$ cat src/rtl/logic_pipe_unit.sv
// Two-stage pipelined bitwise logic unit with valid/ready handshakes on both sides and an output-transfer counter.
// Define LOGIC_PIPE_FLAGS_EN to register zero/parity flags with the result; otherwise both flags are tied to 0.
module logic_pipe_unit #(
  parameter int WIDTH = 4,
  parameter int CNT_W = 16
) (
  input  logic             clk,
  input  logic             rst,
  input  logic             in_valid,
  output logic             in_ready,
  input  logic [WIDTH-1:0] A,
  input  logic [WIDTH-1:0] B,
  input  logic [2:0]       op,
  output logic             out_valid,
  input  logic             out_ready,
  output logic [WIDTH-1:0] result,
  output logic             zero,
  output logic             parity,
  output logic [CNT_W-1:0] op_count
);

  localparam logic [CNT_W-1:0] CNT_ONE = CNT_W'(1);

  logic             s1_valid_r;
  logic [WIDTH-1:0] a_r;
  logic [WIDTH-1:0] b_r;
  logic [2:0]       op_r;
  logic             out_valid_r;
  logic [WIDTH-1:0] result_r;
  logic [CNT_W-1:0] op_count_r;
  logic             adv2_s;
  logic             in_xfer_s;
  logic             out_xfer_s;
  logic [WIDTH-1:0] calc_s;

  // Handshake qualifiers; in_ready never looks at in_valid
  always_comb begin
    adv2_s     = s1_valid_r & (~out_valid_r | out_ready);
    in_ready   = ~s1_valid_r | adv2_s;
    in_xfer_s  = in_valid & in_ready;
    out_xfer_s = out_valid_r & out_ready;
  end

  // Bitwise operation selected by the staged opcode
  always_comb begin
    calc_s = b_r;
    case (op_r)
      3'b000:  calc_s = a_r & b_r;
      3'b001:  calc_s = a_r | b_r;
      3'b010:  calc_s = a_r ^ b_r;
      3'b011:  calc_s = ~(a_r ^ b_r);
      3'b100:  calc_s = ~(a_r & b_r);
      3'b101:  calc_s = ~(a_r | b_r);
      3'b110:  calc_s = ~a_r;
      3'b111:  calc_s = b_r;
      default: calc_s = b_r;
    endcase
  end

  // Stage 1 operand capture
  always_ff @(posedge clk or posedge rst) begin
    if (rst) begin
      s1_valid_r <= 1'b0;
      a_r        <= {WIDTH{1'b0}};
      b_r        <= {WIDTH{1'b0}};
      op_r       <= 3'b000;
    end else if (in_xfer_s) begin
      s1_valid_r <= 1'b1;
      a_r        <= A;
      b_r        <= B;
      op_r       <= op;
    end else if (adv2_s) begin
      s1_valid_r <= 1'b0;
    end
  end

  // Stage 2 result register; holds exactly while stalled
  always_ff @(posedge clk or posedge rst) begin
    if (rst) begin
      out_valid_r <= 1'b0;
      result_r    <= {WIDTH{1'b0}};
    end else if (adv2_s) begin
      out_valid_r <= 1'b1;
      result_r    <= calc_s;
    end else if (out_xfer_s) begin
      out_valid_r <= 1'b0;
    end
  end

  // Completed-transfer counter, wraps naturally
  always_ff @(posedge clk or posedge rst) begin
    if (rst) begin
      op_count_r <= {CNT_W{1'b0}};
    end else if (out_xfer_s) begin
      op_count_r <= op_count_r + CNT_ONE;
    end
  end

`ifdef LOGIC_PIPE_FLAGS_EN
  function automatic logic parity_of(input logic [WIDTH-1:0] v);
    return ^v;
  endfunction

  logic zero_r;
  logic parity_r;

  // Flags computed from the same value loaded into result
  always_ff @(posedge clk or posedge rst) begin
    if (rst) begin
      zero_r   <= 1'b0;
      parity_r <= 1'b0;
    end else if (adv2_s) begin
      zero_r   <= (calc_s == {WIDTH{1'b0}});
      parity_r <= parity_of(calc_s);
    end
  end

  assign zero   = zero_r;
  assign parity = parity_r;
`else
  assign zero   = 1'b0;
  assign parity = 1'b0;
`endif

  assign out_valid = out_valid_r;
  assign result    = result_r;
  assign op_count  = op_count_r;

endmodule
$ cat config.mk
export PLATFORM = sky130hd
export DESIGN_NAME = logic_pipe_unit
export DESIGN_NICKNAME = d
export VERILOG_FILES = /design/src/rtl/logic_pipe_unit.sv
export SDC_FILE = /design/constraint.sdc
export NUM_CORES = 1
export LEC_CHECK = 0
export BUFFER_PORTS_ARGS = -buffer_cell sky130_fd_sc_hd__buf_2
export CAP_MARGIN = 20
export CORE_UTILIZATION = 25
export DETAILED_ROUTE_END_ITERATION = 12
export PLACE_DENSITY_LB_ADDON = 0.1
export SLEW_MARGIN = 20
export SYNTH_ARGS = -nofsm -noshare
export SYNTH_HDL_FRONTEND = slang
export SYNTH_SLANG_ARGS = --single-unit
$ cat constraint.sdc
create_clock -name clk -period 1.6 [get_ports clk]
set_input_delay 0.08 -clock clk [delete_from_list [all_inputs] [get_ports clk]]
set_output_delay 0.08 -clock clk [all_outputs]
set_load 0.02 [all_outputs]
==> results_dict.tcl <==
set metrics [dict create \
    synthMuxAreaShare_pct 21.2 \
    fin_nets 238 \
    cts.htree.levels 2 \
    rsz0062_at_grt "true" \
    fin_cells 311 \
    cp_max_fo 3 \
    cap_violations 0 \
    ys_warn_count 0 \
    diodes 0 \
    design.core.area_um2 6910 \
    final_area_um2 2440 \
    gr-total-overflow 0 \
    antenna_found_initial 0 \
    postLayoutCoreUtil_pct 35.4 \
    die_w_um 87.1 \
    clockBufferDepth 2 \
    cts_tree "built" \
    drcViolationCount 0 \
    synth_ff_type "dfrtp_1" \
    clk_latency_ns 0.28 \
    portBuffers 36 \
    setup_viol 2 \
    synth-simple-area-share_pct 13.1 \
    place_congestion 0.770 \
    total_power_mw 2.87 \
    grt_max_degree 34 \
    clk_pin_slew_ns 0.07 \
    synth_seq_cells 33 \
    vias 1304 \
    violations "setup timing" \
    drt-vias-per-instance 4.19 \
    period_needed_ns 1.62 \
    io_pins 39 \
    path_class "reg -> reg" \
    ys_seq_area_share_pct 45.6 \
    cp_slowest_cell "mux4_2" \
    grt_use_total_pct 11.4 \
    place_area_um2 2180 \
    maxSlewViolCount 0 \
    max_stage_delay_ns 0.46 \
    drt-initial-drc-count 54 \
    ys_types 32 \
    place_ws_ns -0.0822 \
    postRouteAntennaNets 0 \
    synthCells 150 \
    synth-compound-area-share_pct 1.11 \
    dieArea_um2 7580 \
    synth_top_family_by_area "multiplexers" \
    clockRootBuffer "clkbuf_8" \
    hpwl_um 2810 \
    critPathTopFamily "multiplexers" \
    pwr_density_cell_nw_per_um2 1170 \
    final.setup.worst_slack_ns -0.0197 \
    start_util_pct 26.2 \
    n_fill_cell 728 \
    critPathRequiredTime_ns 1.81 \
    wl_um 3960 \
    wire_per_inst_um 12.7 \
    tritoncts.num_buffers 5 \
    max_freq_ghz 0.617 \
    fin_crit_sh_pct 101 \
    path_buf_inv 1 \
    end_kind "flop" \
    post_route_cells_drive_above_1_share_pct 54.0 \
    syn_to_final_growth_pct 35.1 \
    skew_ns 0.00434 \
    ir_drop_v 0.000458 \
    synthAdderAreaFrac_pct 6.22 \
    final-seq-area_um2 833 \
    status "finished with violations" \
    hold_path_class "in -> reg" \
    netlist_area_um2 1810 \
    first_pass_iters 4 \
    synth-xor-area-share_pct 7.68 \
    clock_sinks 33 \
    arrival_ns 1.83 \
    rows 30 \
    finalHoldViolations 0 \
    grt_pass1_vias 1362 \
    async_reset_ff_share_pct 100 \
    worstPathCellList "buf_6 -> ha_2 -> mux2_2 -> mux4_2 -> a21oi_2" \
    fp.dieH_um 87.1 \
    synth-edff-count 0 \
    synth_area_per_cell_um2 12.1 \
    dp.cells 290 \
    multi_input_area_um2 971 \
    leakagePower_nw 1.16 \
    cp-start-kind "flop" \
    grt_pass1_wl_um 6540 \
]
## synth_stat cells (2+ instances only)
cell type | count | area, µm²
nand3_1 | 4 | 20.0
mux2i_1 | 8 | 80.1
buf_4 | 3 | 22.5
clkbuf_1 | 2 | 7.51
dfrtp_1 | 33 | 826
nor2_1 | 7 | 26.3
nand2b_1 | 4 | 25.0
nand2_1 | 7 | 26.3
inv_1 | 11 | 41.3
mux2_2 | 19 | 214
mux4_2 | 4 | 90.1
nand4_1 | 4 | 25.0
and4_1 | 2 | 17.5
xnor2_1 | 10 | 87.6
ha_1 | 9 | 113
and2_1 | 2 | 12.5
a21oi_1 | 3 | 15.0
xor2_1 | 4 | 35.0
## power breakdown
group          switching (mW)  internal (mW)  leakage [nW]
registers               0.146           1.00         0.395
clock network           0.315          0.302        0.0450
logic                   0.530          0.573         0.717
## routing by layer
metal  track usage (%)  up-vias  wire (µm)
met5                 0        -          0
met4              2.73        0         13
met3              3.70        2        219
met2              19.7       30       2070
met1              13.6      633       1660
li1                  -      639          -
## area by class of cell
cell class / instances / area share, %
Inverter: 11 / 1.69
Clock buffer: 6 / 2.97
Tap cell: 96 / 4.92
Timing Repair Buffer: 63 / 16.2
Multi-Input combinational cell: 100 / 39.7
Clock inverter: 2 / 0.410
Sequential cell: 33 / 34.1
## flip-flops by register name (all words and copies together), names as in the netlist
signal      count
a_r             4
b_r             4
op_count       16
op_r            3
out_valid       1
result          4
s1_valid_r      1
## metrics by stage
| step | hold WS [ns] | setup TNS, ns |
|---|---|---|
| final | 0.0270 | -0.0327 |
| after global routing | 0.0199 | -0.241 |
| after CTS | 0.0123 | -0.0168 |
| after detailed placement | 0.214 | -0.216 |
| after global placement | 0.207 | -0.0788 |
| after floorplan | 0.188 | 0 |
## cell families (layout without fill, tap and decap cells)
family                     Yosys count  count (layout)
AOI/OAI and AO/OA                    4               4
adders and majority gates            9               9
xor gates and xnor gates            15              15
other                                1               2
muxes                               31              31
buffers and inverters               18              82
and+or+nand+nor                     39              39
DFF                                 33              33
## final timing paths
check / startpoint / endpoint / slack [ns] / cells after the start
max: b_r[0] / result[0] / -0.02 / 5
max reg2reg: b_r[0] / result[0] / -0.02 / 5
min reg2reg: op_count[6] / op_count[6] / 0.48 / 1
min in group asynchronous: rst / b_r[2] / 0.44 / 4
max in group asynchronous: rst / out_valid / 0.81 / 4
min: B[0] / b_r[0] / 0.03 / 2
## repair_timing
action,4_1_cts,5_1_grt
buffers inserted,9,2
hold buffers,2,0
pin swaps,5,3
endpoints found under the setup margin,3,4
gates resized for setup,13,6
endpoints found under the hold margin,34,0
## layout by cell type, fill, tap and decap left out, drive strengths merged, types with 7 or more instances in the layout
cell type	netlist	layout
mux2i	8	8
nor2	7	7
mux2	19	19
xnor2	11	11
buf	5	61
dfrtp	33	33
ha	9	9
inv	11	11
nand2	7	7
Note: power is estimated with default switching activity, not from simulation.
